[config.mk]
export PLATFORM = sky130hd
export DESIGN_NAME = pipelined_logic_cloud
export DESIGN_NICKNAME = d
export VERILOG_FILES = /design/src/rtl/plc_pkg.sv /design/src/rtl/plc_pipe_reg.sv /design/src/rtl/pipelined_logic_cloud.sv
export SDC_FILE = /design/constraint.sdc
export NUM_CORES = 1
export LEC_CHECK = 0
export ABC_AREA = 1
export CAP_MARGIN = 20
export CORE_ASPECT_RATIO = 1.2
export CORE_UTILIZATION = 56
export DETAILED_ROUTE_END_ITERATION = 7
export PLACE_DENSITY = 0.87
export SYNTH_ARGS = -nofsm -noshare
export SYNTH_HDL_FRONTEND = slang
export SYNTH_SLANG_ARGS = --single-unit
[constraint.sdc]
create_clock -name clk -period 4.2 [get_ports clk]
set_clock_uncertainty 0.2 [all_clocks]
set_input_delay 1.26 -clock clk [delete_from_list [all_inputs] [get_ports clk]]
set_output_delay 1.26 -clock clk [all_outputs]
set_load 0.03 [all_outputs]
[src/rtl/plc_pkg.sv]
// Shared types and constants for the pipelined logic cloud.
package plc_pkg;

  // Logic function applied by the compute stage to each beat.
  typedef enum logic [1:0] {
    MODE_OR  = 2'b00,
    MODE_AND = 2'b01,
    MODE_XOR = 2'b10,
    MODE_ACC = 2'b11
  } mode_t;

  localparam int DEFAULT_WIDTH = 8;

endpackage

[src/rtl/plc_pipe_reg.sv]
// Valid-qualified delay line of DEPTH stages. Each stage's data register
// only loads when the beat entering it is valid, so bubbles leave the last
// valid payload in place. Synchronous active-low reset clears everything.
module plc_pipe_reg #(
  parameter int WIDTH = 16,
  parameter int DEPTH = 1
) (
  input  logic             clk,
  input  logic             rst,
  input  logic             in_valid,
  input  logic [WIDTH-1:0] in_data,
  output logic             out_valid,
  output logic [WIDTH-1:0] out_data
);

  for (genvar gi = 0; gi < DEPTH; gi++) begin : stage
    logic             src_valid;
    logic [WIDTH-1:0] src_data;
    logic             valid_reg;
    logic [WIDTH-1:0] data_reg;

    if (gi == 0) begin : g_head
      assign src_valid = in_valid;
      assign src_data  = in_data;
    end else begin : g_link
      assign src_valid = stage[gi-1].valid_reg;
      assign src_data  = stage[gi-1].data_reg;
    end

    // Advance the valid bit every cycle; load data only on valid beats.
    always_ff @(posedge clk) begin
      if (!rst) begin
        valid_reg <= 1'b0;
        data_reg  <= '0;
      end else begin
        valid_reg <= src_valid;
        if (src_valid) begin
          data_reg <= src_data;
        end
      end
    end
  end

  assign out_valid = stage[DEPTH-1].valid_reg;
  assign out_data  = stage[DEPTH-1].data_reg;

endmodule

[src/rtl/pipelined_logic_cloud.sv]
// Pipelined logic cloud: captures four operand buses, applies a per-beat
// AND/XOR/OR function (or an XOR accumulator), delays the results through
// DEPTH output stages and counts nonzero result beats with saturation.
// Optional macro PARITY_OUT_EN adds a registered out_par = ^out1 output.
module pipelined_logic_cloud
  import plc_pkg::*;
#(
  parameter int WIDTH = DEFAULT_WIDTH,
  parameter int DEPTH = 1,
  parameter int CNT_W = 8
) (
  input  logic             clk,
  input  logic             rst,
  input  logic             in_valid,
  input  logic [1:0]       mode,
  input  logic [WIDTH-1:0] in1,
  input  logic [WIDTH-1:0] in2,
  input  logic [WIDTH-1:0] in3,
  input  logic [WIDTH-1:0] in4,
  input  logic             clr_acc,
  output logic             out_valid,
  output logic [WIDTH-1:0] out1,
  output logic [WIDTH-1:0] out2,
`ifdef PARITY_OUT_EN
  output logic             out_par,
`endif
  output logic [CNT_W-1:0] hit_cnt
);

`ifdef PARITY_OUT_EN
  localparam int PW = 2 * WIDTH + 1;
`else
  localparam int PW = 2 * WIDTH;
`endif

  logic [WIDTH-1:0] q1_reg, q2_reg, q3_reg, q4_reg;
  mode_t            mode_reg;
  logic             v0_reg;
  logic [WIDTH-1:0] acc_reg;
  logic [CNT_W-1:0] hit_cnt_reg;

  logic [WIDTH-1:0] a, x, t, acc_next, r1, r2;
  logic [PW-1:0]    pipe_in, pipe_out;
  logic             hit;

  // Stage 0: capture operands and mode on valid beats, hold otherwise.
  always_ff @(posedge clk) begin
    if (!rst) begin
      q1_reg   <= '0;
      q2_reg   <= '0;
      q3_reg   <= '0;
      q4_reg   <= '0;
      mode_reg <= MODE_OR;
      v0_reg   <= 1'b0;
    end else begin
      v0_reg <= in_valid;
      if (in_valid) begin
        q1_reg   <= in1;
        q2_reg   <= in2;
        q3_reg   <= in3;
        q4_reg   <= in4;
        mode_reg <= mode_t'(mode);
      end
    end
  end

  // Stage 1: logic cloud; a same-cycle clear is applied before accumulating.
  always_comb begin
    a        = q1_reg & q3_reg;
    x        = q2_reg ^ q4_reg;
    t        = a | x;
    acc_next = (clr_acc ? '0 : acc_reg) ^ t;
    r1       = a | x;
    r2       = ~a;
    case (mode_reg)
      MODE_OR: begin
        r1 = a | x;
        r2 = ~a;
      end
      MODE_AND: begin
        r1 = a & x;
        r2 = ~x;
      end
      MODE_XOR: begin
        r1 = a ^ x;
        r2 = ~(a | x);
      end
      MODE_ACC: begin
        r1 = acc_next;
        r2 = ~acc_next;
      end
      default: ;
    endcase
  end

  // Accumulator: only valid accumulate beats, clr_acc and reset touch it.
  always_ff @(posedge clk) begin
    if (!rst) begin
      acc_reg <= '0;
    end else if (v0_reg && (mode_reg == MODE_ACC)) begin
      acc_reg <= acc_next;
    end else if (clr_acc) begin
      acc_reg <= '0;
    end
  end

`ifdef PARITY_OUT_EN
  assign pipe_in = {^r1, r1, r2};
  assign out_par = pipe_out[PW-1];
`else
  assign pipe_in = {r1, r2};
`endif

  plc_pipe_reg #(
    .WIDTH(PW),
    .DEPTH(DEPTH)
  ) u_pipe (
    .clk      (clk),
    .rst      (rst),
    .in_valid (v0_reg),
    .in_data  (pipe_in),
    .out_valid(out_valid),
    .out_data (pipe_out)
  );

  assign out1 = pipe_out[2*WIDTH-1:WIDTH];
  assign out2 = pipe_out[WIDTH-1:0];

  assign hit = out_valid && (out1 != '0);

  // Saturating hit counter; a clear restarts it, keeping a coincident hit.
  always_ff @(posedge clk) begin
    if (!rst) begin
      hit_cnt_reg <= '0;
    end else if (clr_acc) begin
      hit_cnt_reg <= CNT_W'(hit);
    end else if (hit && !(&hit_cnt_reg)) begin
      hit_cnt_reg <= hit_cnt_reg + 1'b1;
    end
  end

  assign hit_cnt = hit_cnt_reg;

endmodule

==> out/metrics.csv <==
stage;metric;value;unit
status;status;completed;
detailed_routing;wl_per_cell;13.24;µm
sta;worst_slew_margin_rel;39.02;%
die;die_h;87.84;µm
grt;antenna_found_initial;0;
sta;tns;0;ns
clock_network;path_clk_slew;0.07;ns
sta;slew_violations;0;
detailed_routing;drcViolationCount;0;
clock_network;clock-sinks;68;
logic_synthesis;yosys.area_share.xor_xnor;1.274;%
detailed_routing;dr.pass1.iters;5;
die;start_util;59.48;%
critical_path;criticalPathCategory;register to output pin;
critical_path;endpoint_kind;output pin;
power;switching_share;25.04;%
logic_synthesis;synth.area.mux_share;0;%
place;globalplace.congestion;0.8836;
detailed_routing;vias;3719;
detailed_routing;first_iter_violations;273;
critical_path;crit_family;buffers and inverters;
detailed_routing;antenna_left;0;
power;p_leak;1.954;nW
power;p_clk_share;44.4;%
power;totalPowerFinal;1.727;mW
power;p_per_area;394.8;mW/mm²
critical_path;critPathArrivalTime;1.51;ns
cells_and_area;largest_reg_flops;16;
grt;grt_pass1_wl;14.59;mm
clock_network;clockBufferDepth;2;
power;ir_drop;0.3851;mV
sta;period_needed;2.970;ns
run;drv_cap;0;
logic_synthesis;synthAdderAreaFrac;0.3639;%
power;internal_power;1.295;mW
cells_and_area;multi_input_area;0.001793;mm²
cells_and_area;drive_gt1_share;7.550;%
clock_network;htreeDepth;3;
logic_synthesis;synthSimpleGateAreaFrac;35.95;%
critical_path;crit_required;2.74;ns
die;ios;63;
cells_and_area;layout_commonest_cell;nand2_1;
grt;grt_usage;29.38;%
sta;tightest_slew;0.9135;ns
logic_synthesis;yosysWarnings;0;
logic_synthesis;synth_compound_area_share;14.56;%
cells_and_area;stdcell_area;0.004375;mm²
place;place_hpwl;6.163;mm
sta;fin_crit_sh;70.73;%
cells_and_area;area_growth;27.26;%
die;fp.dieW;73.53;µm
cells_and_area;ff_latch_area;0.001361;mm²
sta;rsz0062_at_grt;no;
grt;overflow;0;
clock_network;clkLatencyLatePin;0.34;ns
logic_synthesis;ys_seq_area_share;39.59;%
cells_and_area;nNetsFinal;630;
place;io_buffers;62;
critical_path;cp.buffers_inverters;1;
power;p_comb_share;14.4;%
cells_and_area;utilization;75.69;%
critical_path;start_kind;register;
cells_and_area;fillers;449;
sta;setup_viol;0;
die;coreArea;0.005781;mm²
clock_network;postCtsHoldBufs;0;
critical_path;crit_fanout;6;
clock_network;ctsResizeCount;0;
clock_network;cts_setup_buffers;0;
logic_synthesis;synth_area_per_cell;6.427;µm²
place;placed_area;0.004089;mm²
cells_and_area;diodes;0;
power;p_switching;0.4325;mW
detailed_routing;wl;8.953;mm
logic_synthesis;synthCells;535;
critical_path;slowest_delay;0.72;ns
logic_synthesis;synth_top_family_by_area;simple AND/OR/NAND/NOR gates;
die;die-area;0.006459;mm²
cells_and_area;layout_common_cells;156 x nand2_1, 68 x dfxtp_1, 62 x nor2_1, 62 x clkdlybuf4s50_1, 57 x nand3_1;
detailed_routing;viasPerCell;5.501;
logic_synthesis;synth_nets;574;
power;seqPwrFrac;41.2;%
grt;grt_pass1_vias;3429;
logic_synthesis;synth.cell_area;0.003438;mm²
clock_network;root_buffer;clkbuf_8;
worst_hold_path;hold_path_class;register to register;
sta;finalHoldViolations;0;
logic_synthesis;ys_seq_elements;68;
clock_network;cts_buffers;9;
logic_synthesis;synth.distinct_cells;24;
critical_path;path_cells;clkdlybuf4s50_1;
critical_path;slowest_stage;clkdlybuf4s50_1;
clock_network;cts_tree;yes;
sta;max_freq;0.3366;GHz
grt;grt_max_degree;50;
die;fp-row-count;30;
## power groups by stage
stage	clock network (mW)	registers, mW	logic, mW
floorplan	0	0.735	0.139
global placement	0	0.724	0.236
detailed placement	0	0.726	0.244
CTS	0.771	0.711	0.246
global route	0.804	0.716	0.275
finish	0.767	0.712	0.248
## cell families (layout without fill, tap and decap cells)
| logic type | after synthesis | in the layout |
|---|---|---|
| simple gates | 291 | 291 |
| compound gates | 99 | 99 |
| buf+inv | 71 | 132 |
| flops | 68 | 68 |
| xor+xnor | 5 | 5 |
| fa+ha+maj | 1 | 1 |
## synthesized netlist by cell type (all sizes together)
cell    count  area [µm²]
ha          1       12.51
o21ai      61       305.3
xnor2       3       26.28
dfxtp      68        1361
a21oi      37       188.9
xor2        2       17.52
and2        2       12.51
nor2       67       274.0
inv        50       187.7
nand3      59       320.3
clkbuf     10       37.54
nand2     158       598.1
nand4       5       31.28
clkinv      1       3.750
buf        10       55.05
o22ai       1       6.260
## stage by stage
stage	instances	setup WS [ns]	hold WS [ns]
6_report	676	1.230	0.3008
5_1_grt	676	1.113	0.3132
4_1_cts	676	1.218	0.2977
3_5_place_dp	660	0.9699	0.2800
3_3_place_gp	660	1.090	0.2660
2_1_floorplan	535	2.057	0.2526
## worst paths after layout
path	startpoint	to	slack, ns	depth (start not counted)
worst min-delay path	q3_reg[3]	q3_reg[3]	0.30	2
worst max register to register	v0_reg	u_pipe.out_data[1]	2.10	4
worst max-delay path	hit_cnt[2]	hit_cnt[2]	1.23	1
worst min register to register	q3_reg[3]	q3_reg[3]	0.30	2
## area by class of cell
class / count / share of cell area, %
Clock buffer: 9 / 2.831
Clock inverter: 7 / 3.717
Inverter: 51 / 4.375
Multi-Input combinational cell: 396 / 40.98
Sequential cell: 68 / 31.11
Tap cell: 80 / 2.288
Timing Repair Buffer: 65 / 14.70
## metal layers
metal,GRT usage [%],routed length (µm)
met1,32.00,3589
met2,52.79,4630
met3,5.293,483
met4,16.96,249
met5,0,0
(Power assumes the default switching activity.)
